## src/rtl/tt_sweep_pkg.sv

```systemverilog
// Shared types and defaults for the truth-table sweep harness.
package tt_sweep_pkg;

  localparam int unsigned N_IN_DEF   = 4;
  localparam int unsigned SETTLE_DEF = 2;

  typedef enum logic [1:0] {
    IDLE   = 2'd0,
    APPLY  = 2'd1,
    RESULT = 2'd2
  } state_t;

endpackage

```

## src/rtl/tt_popcount.sv

```systemverilog
// Combinational population count of a truth-table difference word.
module tt_popcount #(
  parameter int unsigned IN_W  = 16,
  parameter int unsigned OUT_W = 5
) (
  input  logic [IN_W-1:0]  bits,
  output logic [OUT_W-1:0] count
);

  // Sum of set bits.
  always_comb begin
    count = '0;
    for (int i = 0; i < int'(IN_W); i++) begin
      count = count + OUT_W'(bits[i]);
    end
  end

endmodule

```

## src/rtl/tt_sweep.sv

```systemverilog
// Sweeps every input vector through a combinational stage, builds its truth
// table and compares it with an expected table; result on a valid/ready port.
module tt_sweep
  import tt_sweep_pkg::*;
#(
  parameter int unsigned N_IN   = N_IN_DEF,
  parameter int unsigned SETTLE = SETTLE_DEF
) (
  input  logic                 clk,
  input  logic                 rst_n,
  input  logic                 start,
  input  logic [(2**N_IN)-1:0] exp_tt,
  output logic [N_IN-1:0]      vec_out,
  input  logic                 s_in,
  output logic                 busy,
  output logic                 tt_valid,
  input  logic                 tt_ready,
  output logic [(2**N_IN)-1:0] tt_data,
  output logic                 mismatch,
  output logic [N_IN:0]        err_cnt
);

  localparam int unsigned TT_W  = 2**N_IN;
  localparam int unsigned ERR_W = N_IN + 1;
  localparam int unsigned CNT_W = (SETTLE > 1) ? $clog2(SETTLE) : 1;

  state_t           state;
  logic [CNT_W-1:0] cnt;
  logic [N_IN-1:0]  vec;
  logic [TT_W-1:0]  exp_q;
  logic [TT_W-1:0]  tt_next;
  logic [TT_W-1:0]  diff;
  logic [ERR_W-1:0] pop;
  logic             last_step;
  logic             last_vec;

  assign last_step = (cnt == CNT_W'(SETTLE - 1));
  assign last_vec  = (vec == N_IN'(TT_W - 1));
  assign vec_out   = vec;

  // Table as it will be after the current sample lands; lets the final
  // compare and popcount be registered on the same edge as the last sample.
  always_comb begin
    tt_next      = tt_data;
    tt_next[vec] = s_in;
  end

  assign diff = tt_next ^ exp_q;

  tt_popcount #(
    .IN_W  (TT_W),
    .OUT_W (ERR_W)
  ) u_popcount (
    .bits  (diff),
    .count (pop)
  );

  // Sweep controller: accept start, step vectors with settle delay, hold result.
  always_ff @(posedge clk or negedge rst_n) begin
    if (!rst_n) begin
      state    <= IDLE;
      cnt      <= '0;
      vec      <= '0;
      exp_q    <= '0;
      busy     <= 1'b0;
      tt_valid <= 1'b0;
      tt_data  <= '0;
      mismatch <= 1'b0;
      err_cnt  <= '0;
    end else begin
      case (state)
        IDLE: begin
          if (start) begin
            state <= APPLY;
            vec   <= '0;
            cnt   <= '0;
            exp_q <= exp_tt;
            busy  <= 1'b1;
          end
        end
        APPLY: begin
          if (last_step) begin
            cnt     <= '0;
            tt_data <= tt_next;
            if (last_vec) begin
              state    <= RESULT;
              vec      <= '0;
              tt_valid <= 1'b1;
              mismatch <= |diff;
              err_cnt  <= pop;
            end else begin
              vec <= vec + N_IN'(1);
            end
          end else begin
            cnt <= cnt + CNT_W'(1);
          end
        end
        RESULT: begin
          if (tt_ready) begin
            state    <= IDLE;
            tt_valid <= 1'b0;
            busy     <= 1'b0;
          end
        end
        default: state <= IDLE;
      endcase
    end
  end

endmodule

```

## config.mk

```make
export PLATFORM = sky130hd
export DESIGN_NAME = tt_sweep
export DESIGN_NICKNAME = d
export VERILOG_FILES = /design/src/rtl/tt_sweep_pkg.sv /design/src/rtl/tt_popcount.sv /design/src/rtl/tt_sweep.sv
export SDC_FILE = /design/constraint.sdc
export NUM_CORES = 1
export LEC_CHECK = 0
export CORE_UTILIZATION = 53
export CTS_CLUSTER_SIZE = 28
export DETAILED_ROUTE_END_ITERATION = 8
export HOLD_SLACK_MARGIN = 0.05
export PLACE_DENSITY_LB_ADDON = 0.3
export SYNTH_ARGS = -nofsm -noshare
export SYNTH_HDL_FRONTEND = slang
export SYNTH_SLANG_ARGS = --single-unit
```

## constraint.sdc

```tcl
create_clock -name clk -period 5.82 [get_ports clk]
set_input_delay 0.582 -clock clk [delete_from_list [all_inputs] [get_ports clk]]
set_output_delay 0.582 -clock clk [all_outputs]
set_load 0.01 [all_outputs]
```

# ---- Word level (Yosys, flattened, before mapping)
# Index checks and enable logic that the tools add are counted.
dict set report classes {
  add_sub_neg 17
  magnitude_cmp 2
  n_eq_ne 7
  mux 21
  bitwise_logic 1
  n_reduce_logical 14
}
# cell count
set op_table {}
lappend op_table {{5-bit by 1-bit adder with 5-bit output} 14}
lappend op_table {{16-bit bitwise mux} 1}
lappend op_table {{16-bit OR reduction} 1}
lappend op_table {{16-bit XOR} 1}
lappend op_table {{4-bit 2-to-1 mux} 3}
lappend op_table {{3-bit AND reduction} 3}
lappend op_table {{2-bit 2-to-1 mux} 4}
lappend op_table {{2-bit != test, second input constant} 4}
lappend op_table {{4-bit case mux with 2 select lines} 1}
lappend op_table {{4-bit AND reduction} 2}
lappend op_table {{1-bit 2-to-1 mux} 7}
lappend op_table {{1-bit case mux with 2 select lines} 3}
lappend op_table {{2-bit case mux with 3 select lines} 1}
lappend op_table {{2-bit AND reduction} 3}
lappend op_table {{2-bit nonzero test} 3}
lappend op_table {{4-bit by 5-bit less-than comparator with 1-bit output, second input constant} 1}
lappend op_table {{4-bit by 1-bit adder with 4-bit output, second input constant} 1}
lappend op_table {{1-bit demux with 4-bit select} 1}
lappend op_table {{4-bit equality test, second input constant} 1}
lappend op_table {{4-bit by 1-bit greater-or-equal comparator with 1-bit output, second input constant} 1}
lappend op_table {{1-bit by 1-bit adder with 2-bit output} 1}
lappend op_table {{2-bit by 1-bit equality test with 1-bit output, second input constant} 1}
lappend op_table {{2-bit equality test, second input constant} 1}
lappend op_table {{2-bit zero test} 1}
lappend op_table {{2 further kinds} 2}
dict set report word_totals {
  ff_bits 47
  inputBits 21
  out_inout_bits 28
  elab_cells 71
}

# ---- Depth between registers and ports, before layout
dict set report logic_depth {
  ltp_word 21
  depth_mapped 19
  depth_no_buf 18
}

# ---- Hierarchy
# A second synthesis with hierarchy kept.
dict set report hier_totals {
  cells_unflattened 258
  hier_area_um2 2887.8
}
# module n_inst cells_per_inst area_per_inst_um2 seq_area_each_um2
set by_module_without_submodules {}
lappend by_module_without_submodules {tt_sweep 1 216 2493.6 1176.1}
lappend by_module_without_submodules {tt_popcount 1 42 394.1 0.0}

# ---- Least setup slack after synthesis
# OpenSTA, ideal clock, no wires.
dict set report synth_path {
  path_kind {register -> register}
  from {reg vec[0], in the netlist vec_out[0]}
  to {reg err_cnt[1]}
  setup_ns 0.083
  arrival_ns 4.735
  required_ns 5.737
  slack_ns 1.002
  path_stages_with_launch 18
  path_buffers 1
  synth_period_minus_slack_ns 4.818
  cell_sequence {dfrtp_1 -> inv_1 -> ha_1 -> buf_2 -> nand2_1 -> mux2i_1 -> xnor2_1 -> ha_1 -> fa_1 -> fa_1 -> fa_1 -> inv_1 -> fa_1 -> inv_1 -> fa_1 -> inv_1 -> fa_1 -> o21ai_0}
}
dict set report synth_via {
  elab_chain_len 21
  word_cells_on_any_way 24
  classes_between {add/sub: 15; order compare: 2; eq/ne: 1; mux: 3; bitwise: 1; reduce/logical: 2}
}
# element line
set synth_lines {}
lappend synth_lines {{start, declared} tt_sweep.sv:29} ;# logic [N_IN-1:0] vec;
lappend synth_lines {{start signal, assigned} tt_sweep.sv:92} ;# vec <= vec + N_IN'(1);
lappend synth_lines {{4-bit by 5-bit less-than comparator with 1-bit output (not written as such) / 4-bit by 1-bit greater-or-equal comparator with 1-bit output (equally long branches)} tt_sweep.sv:45} ;# tt_next[vec] = s_in;
lappend synth_lines {{1-bit logical AND (not written as such)} tt_sweep.sv:45}
lappend synth_lines {{1-bit 2-to-1 mux (not written as such)} tt_sweep.sv:45}
lappend synth_lines {{1-bit demux with 4-bit select} tt_sweep.sv:45}
lappend synth_lines {{16-bit bitwise mux} tt_sweep.sv:45}
lappend synth_lines {{16-bit XOR} tt_sweep.sv:48} ;# assign diff = tt_next ^ exp_q;
lappend synth_lines {{1-bit by 1-bit adder with 2-bit output} tt_popcount.sv:14} ;# count = count + OUT_W'(bits[i]);
lappend synth_lines {{5-bit by 1-bit adder with 5-bit output (14 in series)} tt_popcount.sv:14}
lappend synth_lines {{end signal, assigned} tt_sweep.sv:90} ;# err_cnt <= pop;
lappend synth_lines {{end, declared} tt_sweep.sv:20} ;# output logic [N_IN:0] err_cnt
# Parallel ways exist; a longest one is shown, timed or not.
# A chain may end at the register's enable or synchronous reset.

# ---- Worst setup path after layout
# Ends and elaborated chain as after synthesis.

==> key figures <==
Outcome
  – Status: complete, no violations

Final layout
  – Nets: 340
  – Share of cells above drive strength 1: about 18%
  – Sequential cell area: ~1200 um2
  – Layout filler cell count: 450
  – Area delta synth->final: 22.6%
  – ANT cells: 0
  – Multi-input gate area: 1530 um2

Synthesis
  – Area leader, netlist: dfrtp_1
  – Post-Syn Area: 2840 um2
  – Yosys cell types: 34
  – Synth top area share: between 40% and 50%
  – FF+latch count, synth: 47
  – Synthesized area per cell: 11.2 um2
  – Net Count, Synth: between 200 and 300
  – Synth warn: 0
  – Sequential area share after synthesis: between 40% and 50%
  – Number of flops mapped to enable cells by yosys: 0
  – Main synth FF type: dfrtp_1
  – Largest cells by area after synthesis: dfrtp_1 41%, mux2_2 13%, fa_1 7.0%
  – Async SR Flop Fraction: 100%
  – Mapped Cells: 253

GRT
  – Total track usage: between 20% and 30%
  – Vias in the first global route: between 1.5k and 2k
  – Largest net degree at the start of global routing: 48
  – First-pass GRT wire length: roughly 9.5 mm
  – Initial antenna violation count: 0
  – Grt ovf: 0

Drt
  – WL per Instance: between 15 and 20 um
  – WL final: roughly 5.7 mm
  – DR vias/cell: 5.31
  – Initial drt markers: 115
  – Pre-antenna DRT Iters: 4
  – Via count: roughly 2k
  – Residual DRC: 0
  – ANT nets after route: 0

Timing
  – Max-slew violations: 0
  – Final Cycle Share: approximately 90%
  – Least-Margin Pin Slew: between 1 and 1.5 ns
  – RSZ-0062 raised after global routing: no
  – Setup TNS: 0 ns
  – Setup violators final: 0
  – Slew HR: between 30 and 40%
  – Fin crit period: 5.12 ns
  – Worst Clk Skew: 0.00681 ns
  – Max Clock Freq: a little under 200 MHz
  – Final Hold Viols: 0

Critical path
  – Critical path, cell by cell: inv_1 -> ha_1 -> nand2_1 -> mux2i_1 -> xnor2_1 -> ha_1 -> fa_1 -> fa_1 -> fa_1 -> inv_1 -> fa_1 -> inv_1 -> fa_1 -> inv_1 -> fa_1 -> o21ai_0
  – Critical Path Start Type: flop
  – CP endpoint kind: flop
  – CP arrival: roughly 5.3 ns
  – Max stage delay cell, worst path: fa_1
  – Crit-path max cell delay: 0.54 ns
  – WP data required: roughly 6 ns
  – CP dominant cell by count: fa_1
  – Setup CP Type: flop to flop
  – Peak fanout along the critical path: 8

Place
  – I/O Buffers: 48
  – HPWL Detailed: ~4.2 mm
  – Final GP Congestion: between 0.8 and 0.9

Clock tree
  – CTS Sinks: 47
  – CTS H-tree lvls: 2
  – Max clock buf depth: 2
  – CTS tree: done
  – Worst skew pair latency: ~0.30 ns
  – Clock slew at reported path FFs: around 0.090 ns
  – Postcts setup bufs: 0
  – CTS Buf Count: 5
  – Cts hold-fix bufs: 0
  – Post-CTS sizing: 0
  – Root buf cell: clkbuf_8

Floorplanning
  – Core area: about 5100 um2
  – Die area: 5660 um2
  – Row count: 26
  – Initial Utilization: a little under three fifths
  – Die height: between 70 and 80 um
  – Die Wd: between 70 and 80 um
  – Io pins: 49

Job
  – # Max-Cap Violations: 0

Hold path
  – Worst hold path type: input port to async pin
## cell families after synthesis
family,after synthesis,synth area share (%)
flops,47,41.4
fa+ha+maj,21,11.9
buf+inv,32,5.02
simple gates,66,12.3
xor+xnor,18,5.82
compound gates,18,4.05
mux,51,19.5
## area by class of cell
type	count	share of cell area (%)
timing repair buffer	52	14.5
sequential	47	33.8
inverter	18	1.94
multi-input combinational	174	43.9
clock buffer	6	2.37
tap	70	2.52
clock inverter	2	1.01
## placed cells by master (no fill, tap or decap), types with 3 or more instances in the layout
cell	Yosys	routed
xnor2_1	13	13
nor2_1	5	5
mux2_2	34	34
xor2_1	4	4
fa_1	10	10
inv_1	18	18
nand3_1	6	6
nor3_1	3	3
nor3b_1	5	4
clkdlybuf4s50_1	0	47
a21oi_1	4	4
dfrtp_1	47	47
clkbuf_8	0	6
nand3b_1	8	8
mux2i_1	17	17
a32o_1	3	3
nand2_1	31	31
buf_4	1	4
ha_1	11	11
o21ai_0	8	8
## critical path, delay by kind of cell, from the launching register on
kind / cells / cell delay, ns
compound gates: 1 / 0.18
xor+xnor: 1 / 0.16
fa+ha+maj: 8 / 3.59
buf+inv: 4 / 0.33
flops: 1 / 0.45
mux: 1 / 0.20
simple gates: 1 / 0.11
## metrics by stage
step | util [%] | cell area, um2 | hold WS [ns] | setup slack, ns | instances
after global routing | 67.7 | 3480 | 0.530 | 0.390 | 369
after CTS | 67.7 | 3480 | 0.494 | 0.659 | 369
after detailed placement | 65.4 | 3360 | 0.478 | 0.451 | 361
after floorplan | - | 2840 | 0.286 | 1.00 | 253
final | 67.7 | 3480 | 0.461 | 0.699 | 369
after global placement | 65.4 | 3360 | 0.460 | 0.596 | 361
## metal layers
layer | track usage (%) | wire length, um | part of all wire [%]
met1 | 31.5 | 2510 | 44
met2 | 38.7 | 2860 | 51
met3 | 3.35 | 210 | 3.7
met4 | 6.79 | 72 | 1.3
met5 | 0 | 0 | 0
## final timing paths
| check | startpoint | endpoint | slack [ns] | cells past startpoint |
|---|---|---|---|---|
| min in group clk | tt_valid$_DFFE_PN0P_ | tt_valid$_DFFE_PN0P_ | 0.49 | 2 |
| min | rst_n | err_cnt[1]$_DFFE_PN0P_ | 0.46 | 1 |
| max | vec_out[0]$_DFFE_PN0P_ | err_cnt[1]$_DFFE_PN0P_ | 0.70 | 16 |
| max in group asynchronous | rst_n | tt_data[0]$_DFFE_PN0P_ | 4.73 | 1 |
| min reg2reg | tt_valid$_DFFE_PN0P_ | tt_valid$_DFFE_PN0P_ | 0.49 | 2 |
| max reg2reg | vec_out[0]$_DFFE_PN0P_ | err_cnt[1]$_DFFE_PN0P_ | 0.70 | 16 |
## synth_stat cells (all sizes together) (4+ instances only)
master,instances
xnor2,14
fa,10
buf,10
inv,18
mux2,34
nor3b,5
nand3,6
nand2,31
mux2i,17
a21oi,4
nor2,6
dfrtp,47
o21ai,8
ha,11
nand3b,9
xor2,4
clkbuf,4
## state kept, by name, summed over array words and instances (netlist names)
| signal | cells |
|---|---|
| state | 2 |
| cnt | 1 |
| busy | 1 |
| tt_data | 16 |
| mismatch | 1 |
| exp_q | 16 |
| err_cnt | 5 |
| tt_valid | 1 |
| vec_out | 4 |
Power is left out: the tool's default activity adds up to more than one toggle a clock period on the data nets, which glitch-free logic cannot reach.
